$ cat src/rtl/cnn_window_fetch.sv
// cnn_window_fetch: KxK sliding-window read sequencer between the pixel RAM and cnn_core.
// It waits until every pixel of the current window has been written to RAM and the core is idle.
// It then issues one RAM read per window element and forwards the returned pixels, tagged first/last.
// Anchors are visited row-major. Every anchor and address step uses adders only.
module cnn_window_fetch #(
  parameter int IMG_W  = 28,
  parameter int IMG_H  = 28,
  parameter int K      = 3,
  parameter int STRIDE = 1,
  parameter int ORDER  = 0,
  parameter int ADDR_W = 10,
  parameter int PIX_W  = 1
) (
  input  logic              clk,
  input  logic              rst_n,
  input  logic              clr,
  input  logic [ADDR_W-1:0] wr_cnt,
  input  logic              core_bsy,
  output logic              mem_rd_en,
  output logic [ADDR_W-1:0] mem_rd_addr,
  input  logic [PIX_W-1:0]  mem_rd_data,
  output logic              pix_vld,
  output logic [PIX_W-1:0]  pix,
  output logic              pix_first,
  output logic              pix_last,
  output logic              frame_done
);

  localparam int KK = K * K;
  localparam int EW = $clog2(KK + 1);
  localparam int CW = $clog2(K + 1);

  // Offset of the bottom-right element from the window anchor
  localparam logic [ADDR_W-1:0] LAST_OFF   = ADDR_W'((K - 1) * IMG_W + (K - 1));
  // Jump from the end of one window row to the start of the next
  localparam logic [ADDR_W-1:0] WRAP_STEP  = ADDR_W'(IMG_W - (K - 1));
  localparam logic [ADDR_W-1:0] STRIDE_A   = ADDR_W'(STRIDE);
  localparam logic [ADDR_W-1:0] ROW_STRIDE = ADDR_W'(STRIDE * IMG_W);
  localparam logic [ADDR_W-1:0] OUT_W_M1   = ADDR_W'((IMG_W - K) / STRIDE);
  localparam logic [ADDR_W-1:0] OUT_H_M1   = ADDR_W'((IMG_H - K) / STRIDE);
  localparam logic [ADDR_W-1:0] ONE_A      = ADDR_W'(1);
  localparam logic [EW-1:0]     KK_M1      = EW'(KK - 1);
  localparam logic [EW-1:0]     ONE_E      = EW'(1);
  localparam logic [CW-1:0]     K_M1       = CW'(K - 1);
  localparam logic [CW-1:0]     ONE_C      = CW'(1);

  typedef enum logic [1:0] {ST_WAIT, ST_FETCH, ST_DONE} state_t;

  state_t            state_reg;
  logic [ADDR_W-1:0] row_reg;
  logic [ADDR_W-1:0] col_reg;
  logic [ADDR_W-1:0] base_reg;
  logic [ADDR_W-1:0] row_base_reg;
  logic [EW-1:0]     elem_reg;
  logic [CW-1:0]     ccol_reg;
  logic              first_reg;
  logic              last_reg;

  logic [ADDR_W:0]   need_cnt;
  logic              avail;
  logic [ADDR_W-1:0] start_addr;
  logic [ADDR_W-1:0] step_addr;
  logic [EW-1:0]     elem_next;
  logic              elem_last;
  logic              last_win;

  // Window readiness, first address of a window and next address within it
  always_comb begin
    need_cnt   = {1'b0, base_reg} + {1'b0, LAST_OFF};
    avail      = {1'b0, wr_cnt} > need_cnt;
    elem_next  = elem_reg + ONE_E;
    elem_last  = (elem_reg == KK_M1);
    last_win   = (row_reg == OUT_H_M1) && (col_reg == OUT_W_M1);
    start_addr = base_reg;
    step_addr  = mem_rd_addr;
    if (ORDER == 0) begin
      step_addr = (ccol_reg == K_M1) ? mem_rd_addr + WRAP_STEP : mem_rd_addr + ONE_A;
    end else begin
      start_addr = base_reg + LAST_OFF;
      step_addr  = (ccol_reg == K_M1) ? mem_rd_addr - WRAP_STEP : mem_rd_addr - ONE_A;
    end
  end

  // Window sequencer: wait for data and an idle core, burst K*K reads, then advance the anchor
  always_ff @(posedge clk or negedge rst_n) begin
    if (!rst_n) begin
      state_reg    <= ST_WAIT;
      row_reg      <= '0;
      col_reg      <= '0;
      base_reg     <= '0;
      row_base_reg <= '0;
      elem_reg     <= '0;
      ccol_reg     <= '0;
      first_reg    <= 1'b0;
      last_reg     <= 1'b0;
      mem_rd_en    <= 1'b0;
      mem_rd_addr  <= '0;
      frame_done   <= 1'b0;
    end else if (clr) begin
      state_reg    <= ST_WAIT;
      row_reg      <= '0;
      col_reg      <= '0;
      base_reg     <= '0;
      row_base_reg <= '0;
      elem_reg     <= '0;
      ccol_reg     <= '0;
      first_reg    <= 1'b0;
      last_reg     <= 1'b0;
      mem_rd_en    <= 1'b0;
      mem_rd_addr  <= '0;
      frame_done   <= 1'b0;
    end else begin
      case (state_reg)
        ST_WAIT: begin
          frame_done <= 1'b0;
          if (avail && !core_bsy) begin
            state_reg   <= ST_FETCH;
            mem_rd_en   <= 1'b1;
            mem_rd_addr <= start_addr;
            first_reg   <= 1'b1;
            last_reg    <= (KK == 1);
            elem_reg    <= '0;
            ccol_reg    <= '0;
          end
        end
        ST_FETCH: begin
          if (elem_last) begin
            mem_rd_en <= 1'b0;
            first_reg <= 1'b0;
            last_reg  <= 1'b0;
            if (last_win) begin
              state_reg  <= ST_DONE;
              frame_done <= 1'b1;
            end else begin
              state_reg <= ST_WAIT;
              if (col_reg != OUT_W_M1) begin
                col_reg  <= col_reg + ONE_A;
                base_reg <= base_reg + STRIDE_A;
              end else begin
                col_reg      <= '0;
                row_reg      <= row_reg + ONE_A;
                row_base_reg <= row_base_reg + ROW_STRIDE;
                base_reg     <= row_base_reg + ROW_STRIDE;
              end
            end
          end else begin
            mem_rd_addr <= step_addr;
            elem_reg    <= elem_next;
            ccol_reg    <= (ccol_reg == K_M1) ? '0 : ccol_reg + ONE_C;
            first_reg   <= 1'b0;
            last_reg    <= (elem_next == KK_M1);
          end
        end
        ST_DONE: begin
          frame_done <= 1'b0;
          mem_rd_en  <= 1'b0;
        end
        default: state_reg <= ST_WAIT;
      endcase
    end
  end

  // Align the element tags with the RAM's one-cycle read latency
  always_ff @(posedge clk or negedge rst_n) begin
    if (!rst_n) begin
      pix_vld   <= 1'b0;
      pix_first <= 1'b0;
      pix_last  <= 1'b0;
    end else if (clr) begin
      pix_vld   <= 1'b0;
      pix_first <= 1'b0;
      pix_last  <= 1'b0;
    end else begin
      pix_vld   <= mem_rd_en;
      pix_first <= mem_rd_en & first_reg;
      pix_last  <= mem_rd_en & last_reg;
    end
  end

  assign pix = mem_rd_data;

endmodule

$ cat config.mk
export PLATFORM = sky130hd
export DESIGN_NAME = cnn_window_fetch
export DESIGN_NICKNAME = d
export VERILOG_FILES = /design/src/rtl/cnn_window_fetch.sv
export SDC_FILE = /design/constraint.sdc
export NUM_CORES = 1
export LEC_CHECK = 0
export ABC_AREA = 1
export CAP_MARGIN = 10
export CELL_PAD_IN_SITES_DETAIL_PLACEMENT = 0
export CELL_PAD_IN_SITES_GLOBAL_PLACEMENT = 1
export CORE_ASPECT_RATIO = 0.75
export CORE_MARGIN = 2
export CORE_UTILIZATION = 35
export DETAILED_ROUTE_END_ITERATION = 8
export HOLD_SLACK_MARGIN = 0.06
export MAX_ROUTING_LAYER = met4
export PLACE_DENSITY_LB_ADDON = 0.1
export SLEW_MARGIN = 20
export SYNTH_ARGS = -nofsm -noshare
export SYNTH_HDL_FRONTEND = slang
export SYNTH_SLANG_ARGS = --single-unit
$ cat constraint.sdc
create_clock -name clk -period 2.6 [get_ports clk]
set_input_delay 0.52 -clock clk [delete_from_list [all_inputs] [get_ports clk]]
set_output_delay 0.52 -clock clk [all_outputs]
set_load 0.02 [all_outputs]
## Word level (Yosys, flattened, before mapping)

Index checks and enable logic that the tools add are counted.

- Register bits: 65
- Output and inout bits: 16

- Add/sub/neg operators: 9
- Order comparisons: 1
- Equality and inequality tests: 15
- Multiplexer cells: 56
- Bitwise logic cells: 2
- Reduce and logical (&&, ||, !) cells: 17

Operator list:

| operator | count |
|---|---|
| two-way mux 10 bit | 24 |
| adder 10 x 1 -> 10 bit (second input constant) | 4 |
| adder 10 x 5 -> 10 bit (second input constant) | 2 |
| equality test 10 x 5 -> 1 bit (second input constant) | 2 |
| one-hot mux 10 bit (2 select lines) | 1 |
| two-way mux 2 bit | 8 |
| AND reduction 3 bit | 5 |
| two-way mux 1 bit | 13 |
| two-way mux 4 bit | 3 |
| != test 3 bit (second input constant) | 4 |
| adder 10 x 6 -> 11 bit (second input constant) | 1 |
| greater-than comparator 10 x 11 -> 1 bit | 1 |
| != test 10 x 5 -> 1 bit (second input constant) | 1 |
| equality test 4 bit (second input constant) | 2 |
| one-hot mux 4 bit (2 select lines) | 1 |
| != test 2 bit (second input constant) | 3 |
| one-hot mux 1 bit (2 select lines) | 3 |
| one-hot mux 2 bit (3 select lines) | 1 |
| nonzero test 3 bit | 2 |
| adder 4 x 1 -> 4 bit (second input constant) | 1 |
| equality test 2 bit (second input constant) | 2 |
| one-hot mux 2 bit (2 select lines) | 1 |
| AND reduction 4 bit | 1 |
| nonzero test 2 bit | 2 |
| other kinds (10) | 12 |

## Logic depth before layout (Yosys ltp)

- Depth after elaboration: 6
- Mapped depth: 19
- Gate-level depth less buffers: 17

## Worst setup path before layout

No wires, ideal clock.

- Kind: reg2reg
- Start: reg base_reg[1]
- End: reg mem_rd_en
- Arrival: 2.252 ns
- Data required time: 2.483 ns
- Slack: 0.231 ns
- Stages on the path, launching flop included: 18
- Clock period less this slack: 2.369 ns
- Cells stage by stage: dfrtp_1 > ha_1 > nor3_1 > nand2_1 > nand2_1 > xor2_1 > ha_1 > nand4_1 > nor2_1 > nand2_1 > nand2_1 > nor2_1 > nand2_1 > nand2_2 > buf_2 > nand3_1 > nand2_1 > nand2_1

- Cells in the longest elaborated chain, start to end: 5

RTL lines:

| element | line | source |
|---|---|---|
| start, declared | 52 | `logic [ADDR_W-1:0] base_reg;` |
| start signal, assigned | 138 | `base_reg <= base_reg + STRIDE_A;` |
| start signal, assigned | 143 | `base_reg <= row_base_reg + ROW_STRIDE;` |
| adder 10 x 6 -> 11 bit | 69 | `need_cnt = {1'b0, base_reg} + {1'b0, LAST_OFF};` |
| greater-than comparator 10 x 11 -> 1 bit | 70 | `avail = {1'b0, wr_cnt} > need_cnt;` |
| logical AND 1 bit | 116 | `if (avail && !core_bsy) begin` |
| != test 3 bit (no line) | - |  |
| AND reduction 3 bit (no line) | - |  |
| end signal, assigned | 109 | `mem_rd_en <= 1'b0;` |
| end signal, assigned | 118 | `mem_rd_en <= 1'b1;` |
| end signal, assigned | 128 | `mem_rd_en <= 1'b0;` |
| end, declared | 19 | `output logic mem_rd_en,` |

No other way between the ends.
A chain may end at the register's enable or synchronous reset.

## Worst setup path after layout

- Start: reg base_reg[1]
- End: reg state_reg[1]

- Cells in the longest elaborated chain, start to end: 5

RTL lines:

| element | line | source |
|---|---|---|
| adder 10 x 6 -> 11 bit | 69 |  |
| greater-than comparator 10 x 11 -> 1 bit | 70 |  |
| logical AND 1 bit | 116 |  |
| != test 3 bit (no line) | - |  |
| AND reduction 3 bit (no line) | - |  |
| end signal, assigned | 87 | `state_reg <= ST_WAIT;` |
| end signal, assigned | 117 | `state_reg <= ST_FETCH;` |
| end signal, assigned | 132 | `state_reg <= ST_DONE;` |
| end, declared | 49 | `state_t state_reg;` |

No other way between the ends.

==> summary.json <==
{
  "die-width": {"value": 131.5, "unit": "um"},
  "worstSetupPathDepth": {"value": 18},
  "largest_voltage_drop_on_the_vdd_net": {"value": 0.3517, "unit": "mV"},
  "yosysTopAreaCell": {"value": "dfrtp_1"},
  "internal_power": {"value": 2087, "unit": "uW"},
  "dieArea": {"value": 13110, "unit": "sq um"},
  "maximum_buffer_depth_of_the_clock_tree": {"value": 2},
  "syn_area": {"value": 4269, "unit": "sq um"},
  "routabilityCongestion": {"value": 0.8574},
  "cts-root-buf": {"value": "clkbuf_16"},
  "numPortBuffers": {"value": 28},
  "critPathCaptureType": {"value": "flip-flop"},
  "critical-path-top-cell-by-count": {"value": "nand2_1"},
  "transition_time_at_the_pin_with_the_least_slew_margin": {"value": 0.6209, "unit": "ns"},
  "slew-limit-headroom": {"value": 0.5861},
  "post_place_worst_slack": {"value": -0.02982, "unit": "ns"},
  "grt_first_pass_wirelength": {"value": 18750, "unit": "um"},
  "finalCritPeriodShare": {"value": 0.9462},
  "cp.arrival": {"value": 2.68, "unit": "ns"},
  "hold_ws": {"value": 0.1769, "unit": "ns"},
  "met1_usage": {"value": 0.2830},
  "htree_levels": {"value": 3},
  "synth_adder_area_share": {"value": 0.07620},
  "initial_utilization": {"value": 0.3636},
  "grt_use_total": {"value": 0.1873},
  "setup_viol": {"value": 0},
  "critical-path-slowest-cell": {"value": "dfrtp_1"},
  "critPathMaxFanout": {"value": 6},
  "cap_violations": {"value": 0},
  "power_frac_clock": {"value": 0.397},
  "via_count_of_the_first_global_routing_pass": {"value": 3573},
  "synth_seq_cells": {"value": 63},
  "final_layout_size_suffix_gt1_frac": {"value": 0.1208},
  "postSynthAreaPerCell": {"value": 7.425, "unit": "sq um"},
  "cts.sink_count": {"value": 63},
  "crit_path_start_kind": {"value": "flip-flop"},
  "drt_iter0_markers": {"value": 317},
  "syn-instance-count": {"value": 575},
  "p_leak": {"value": 0.002416, "unit": "uW"},
  "ant_nets": {"value": 0},
  "maxClockFrequency": {"value": 406.5, "unit": "MHz"},
  "hpwl": {"value": 8316, "unit": "um"},
  "synth_xor_xnor_area_share": {"value": 0.05744},
  "final_critical_path_setup_slack": {"value": 0.1400, "unit": "ns"},
  "nets": {"value": 665},
  "route.vias.total": {"value": 3909},
  "post-synth-top-area-fraction": {"value": 0.3693},
  "synth_top_family_by_area": {"value": "simple AND/OR/NAND/NOR gates"},
  "synth_compound_area_frac": {"value": 0.1102},
  "grtUsageMet2": {"value": 0.2521},
  "filler_cells": {"value": 1224},
  "unrepaired_setup_endpoints_after_global_routing": {"value": "yes"},
  "clock-skew-final": {"value": 0.005181, "unit": "ns"},
  "cp-startpoint": {"value": "base_reg[1]"},
  "synth_simple_gate_area_share": {"value": 0.2992},
  "synthDistinctLibCells": {"value": 36},
  "switching_share": {"value": 0.3268},
  "synth_warnings": {"value": 0},
  "grt-ovfl-total": {"value": 0},
  "path_buf_inv": {"value": 3},
  "setup_tns": {"value": 0, "unit": "ns"},
  "avgViaCountPerCell": {"value": 4.942},
  "timing.rr.start": {"value": "base_reg[1]"},
  "power_density": {"value": 591.3, "unit": "nW/um^2"},
  "core": {"value": 11740, "unit": "sq um"},
  "outcome": {"value": "finished, final reports clean"},
  "clk_pin_slew": {"value": 0.06, "unit": "ns"},
  "power.net_switching": {"value": 1013, "unit": "uW"},
  "combinationalPowerShare": {"value": 0.240},
  "seq_power_share": {"value": 0.363},
  "r2r.worst_path.cells": {"value": 18},
  "main_area_contributors_after_synthesis": {"value": "dfrtp_1 37%, nand2_1 14%, ha_1 7.6%"},
  "cpPeakStageDelay": {"value": 0.42, "unit": "ns"},
  "tritoncts": {"value": "built"},
  "antennaDiodeCount": {"value": 0},
  "worst-endpoint-required": {"value": 2.82, "unit": "ns"},
  "ctsHoldBuffers": {"value": 0},
  "site_row_count": {"value": 34},
  "post_synth_mux_area_share": {"value": 0},
  "grt_max_degree": {"value": 40},
  "synth_sequential_area_ratio": {"value": 0.3693},
  "drc_errors": {"value": 0},
  "finalCriticalPeriod": {"value": 2.460, "unit": "ns"},
  "reg2reg_slack": {"value": 0.14, "unit": "ns"},
  "timing.critical_path.max_delay_family": {"value": "simple AND/OR/NAND/NOR gates"},
  "io_pins": {"value": 31},
  "routed_wire_length_per_instance": {"value": 14.76, "unit": "um"},
  "worstSetupPathType": {"value": "reg2reg"},
  "hold_path.class": {"value": "in2async"},
  "clock_insertion_delay_worst_skew": {"value": 0.33, "unit": "ns"},
  "routed_wirelength": {"value": 11680, "unit": "um"},
  "drt_first_pass_iters": {"value": 5},
  "hold_violations": {"value": 0},
  "crit_end": {"value": "state_reg[1]"},
  "grt-busiest-layer": {"value": "met1"},
  "path_cells": {"value": "buf_6, a21oi_4, nand3_4, xor2_2, ha_1, nand2_2, inv_2, a21oi_2, nand2_1, nand2_1, nand2_1, nand2_1, nand2_1, nand2_2, nand2_8, buf_6, nand4_1, nand2_1"},
  "synthesis.nets": {"value": 616},
  "final_max_slew_viol_count": {"value": 0},
  "syn_to_final_growth": {"value": 22.80, "unit": "%"},
  "antenna_found_initial": {"value": 0},
  "tritoncts.num_buffers": {"value": 9},
  "gr-usage-met3": {"value": 0.03823},
  "die_h": {"value": 99.65, "unit": "um"},
  "worst_r2r_endpoint": {"value": "state_reg[1]"}
}
cells in the mapped netlist:
master,n
buf_6,5
a22oi_1,2
o22ai_1,4
o21ai_2,1
nand2_1,157
clkbuf_1,3
nor3_2,1
o21ai_0,35
inv_2,2
nand3_1,38
nor2_2,1
o21a_1,1
nand2_2,2
nor3_1,12
buf_2,5
dfrtp_1,63
xnor2_1,5
a31oi_1,2
inv_1,71
a21oi_2,3
nor4_1,5
xor2_1,23
buf_4,1
nor2_1,39
ha_1,26
a21oi_1,13
nand4_1,15
o32ai_1,1
o211ai_1,5
a32oi_1,1
nand3b_1,2
nand2_4,3
nor4_2,1
o21ai_1,16
nand3_2,2
or2_2,9
layout make-up:
cell class	count	area [sq um]	area share
clock buffer	13	250.2	0.04773
clock inverter	3	42.54	0.008115
inverter	73	274.0	0.05227
multi-input combinational	428	2452	0.4678
sequential	63	1577	0.3007
tap	162	202.7	0.03866
timing repair buffer	49	444.2	0.08473
layer usage:
layer,vias to the layer above,wire (um)
li1,1978,-
met4,0,107
met1,1840,6425
met2,83,4647
met5,-,0
met3,8,499
stage by stage:
stage | std cells | power, uW | instance area [sq um] | util
floorplan | 575 | 1537 | 4269 | -
global placement | 770 | 1783 | 4790 | 0.4079
detailed placement | 770 | 1787 | 4790 | 0.4079
CTS | 786 | 3041 | 5087 | 0.4333
global route | 791 | 3278 | 5243 | 0.4465
finish | 791 | 3100 | 5243 | 0.4465
timing repair:
item | 4_1_cts | 5_1_grt
resized for setup | 1 | 26
setup endpoints to repair | 14 | 21
pin swaps | 0 | 7
setup buffers | 0 | 2
gates cloned | 0 | 3
worst reg2reg max path, cell delays in order (launching register included):
cell and delay, ns:
dfrtp_1 0.42, buf_6 0.14, a21oi_4 0.16, nand3_4 0.11
xor2_2 0.15, ha_1 0.32, nand2_2 0.09, inv_2 0.04
a21oi_2 0.11, nand2_1 0.06, nand2_1 0.05, nand2_1 0.05
nand2_1 0.06, nand2_1 0.06, nand2_2 0.12, nand2_8 0.12
buf_6 0.17, nand4_1 0.07, nand2_1 0.07
worst min path at each step:
stage	slack, ns	start	end
2_1_floorplan	0.22	rst_n	base_reg[0]
3_3_place_gp	0.47	row_base_reg[2]	row_base_reg[2]
3_5_place_dp	0.48	row_reg[6]	row_reg[6]
4_1_cts	0.19	rst_n	mem_rd_addr[6]
5_1_grt	0.22	rst_n	mem_rd_addr[6]
6_report	0.18	rst_n	mem_rd_addr[6]
cell families (layout without fill, tap and decap cells):
group                      after synthesis  after routing
adders and majority gates               26             26
DFF                                     63             63
buffers and inverters                   87            138
AOI/OAI and AO/OA                       84             84
and+or+nand+nor                        287            290
xor gates and xnor gates                28             28
power by group through the flow:
| stage | logic, uW | clock network (uW) | registers [uW] |
|---|---|---|---|
| final | 744 | 1230 | 1120 |
| after detailed placement | 649 | 0 | 1140 |
| after floorplan | 377 | 0 | 1160 |
| after global placement | 647 | 0 | 1140 |
| after global routing | 827 | 1310 | 1140 |
| after CTS | 651 | 1270 | 1120 |
placed cells by master (no fill, tap or decap), types with 4 or more instances in the layout:
cell	count
inv_1	70
nand3_2	4
clkdlybuf4s50_1	27
nand2_4	4
buf_4	18
nor2_1	38
nor3_1	11
xor2_1	22
o21ai_0	32
nor4_1	5
dfrtp_1	63
nand2_2	4
o21ai_1	18
o211ai_1	5
clkbuf_16	9
nand2_1	154
o22ai_1	4
nand3_1	35
ha_1	25
xnor2_1	5
or2_2	9
nand4_1	15
a21oi_1	12
No activity file was read; power rests on OpenSTA's default activity.
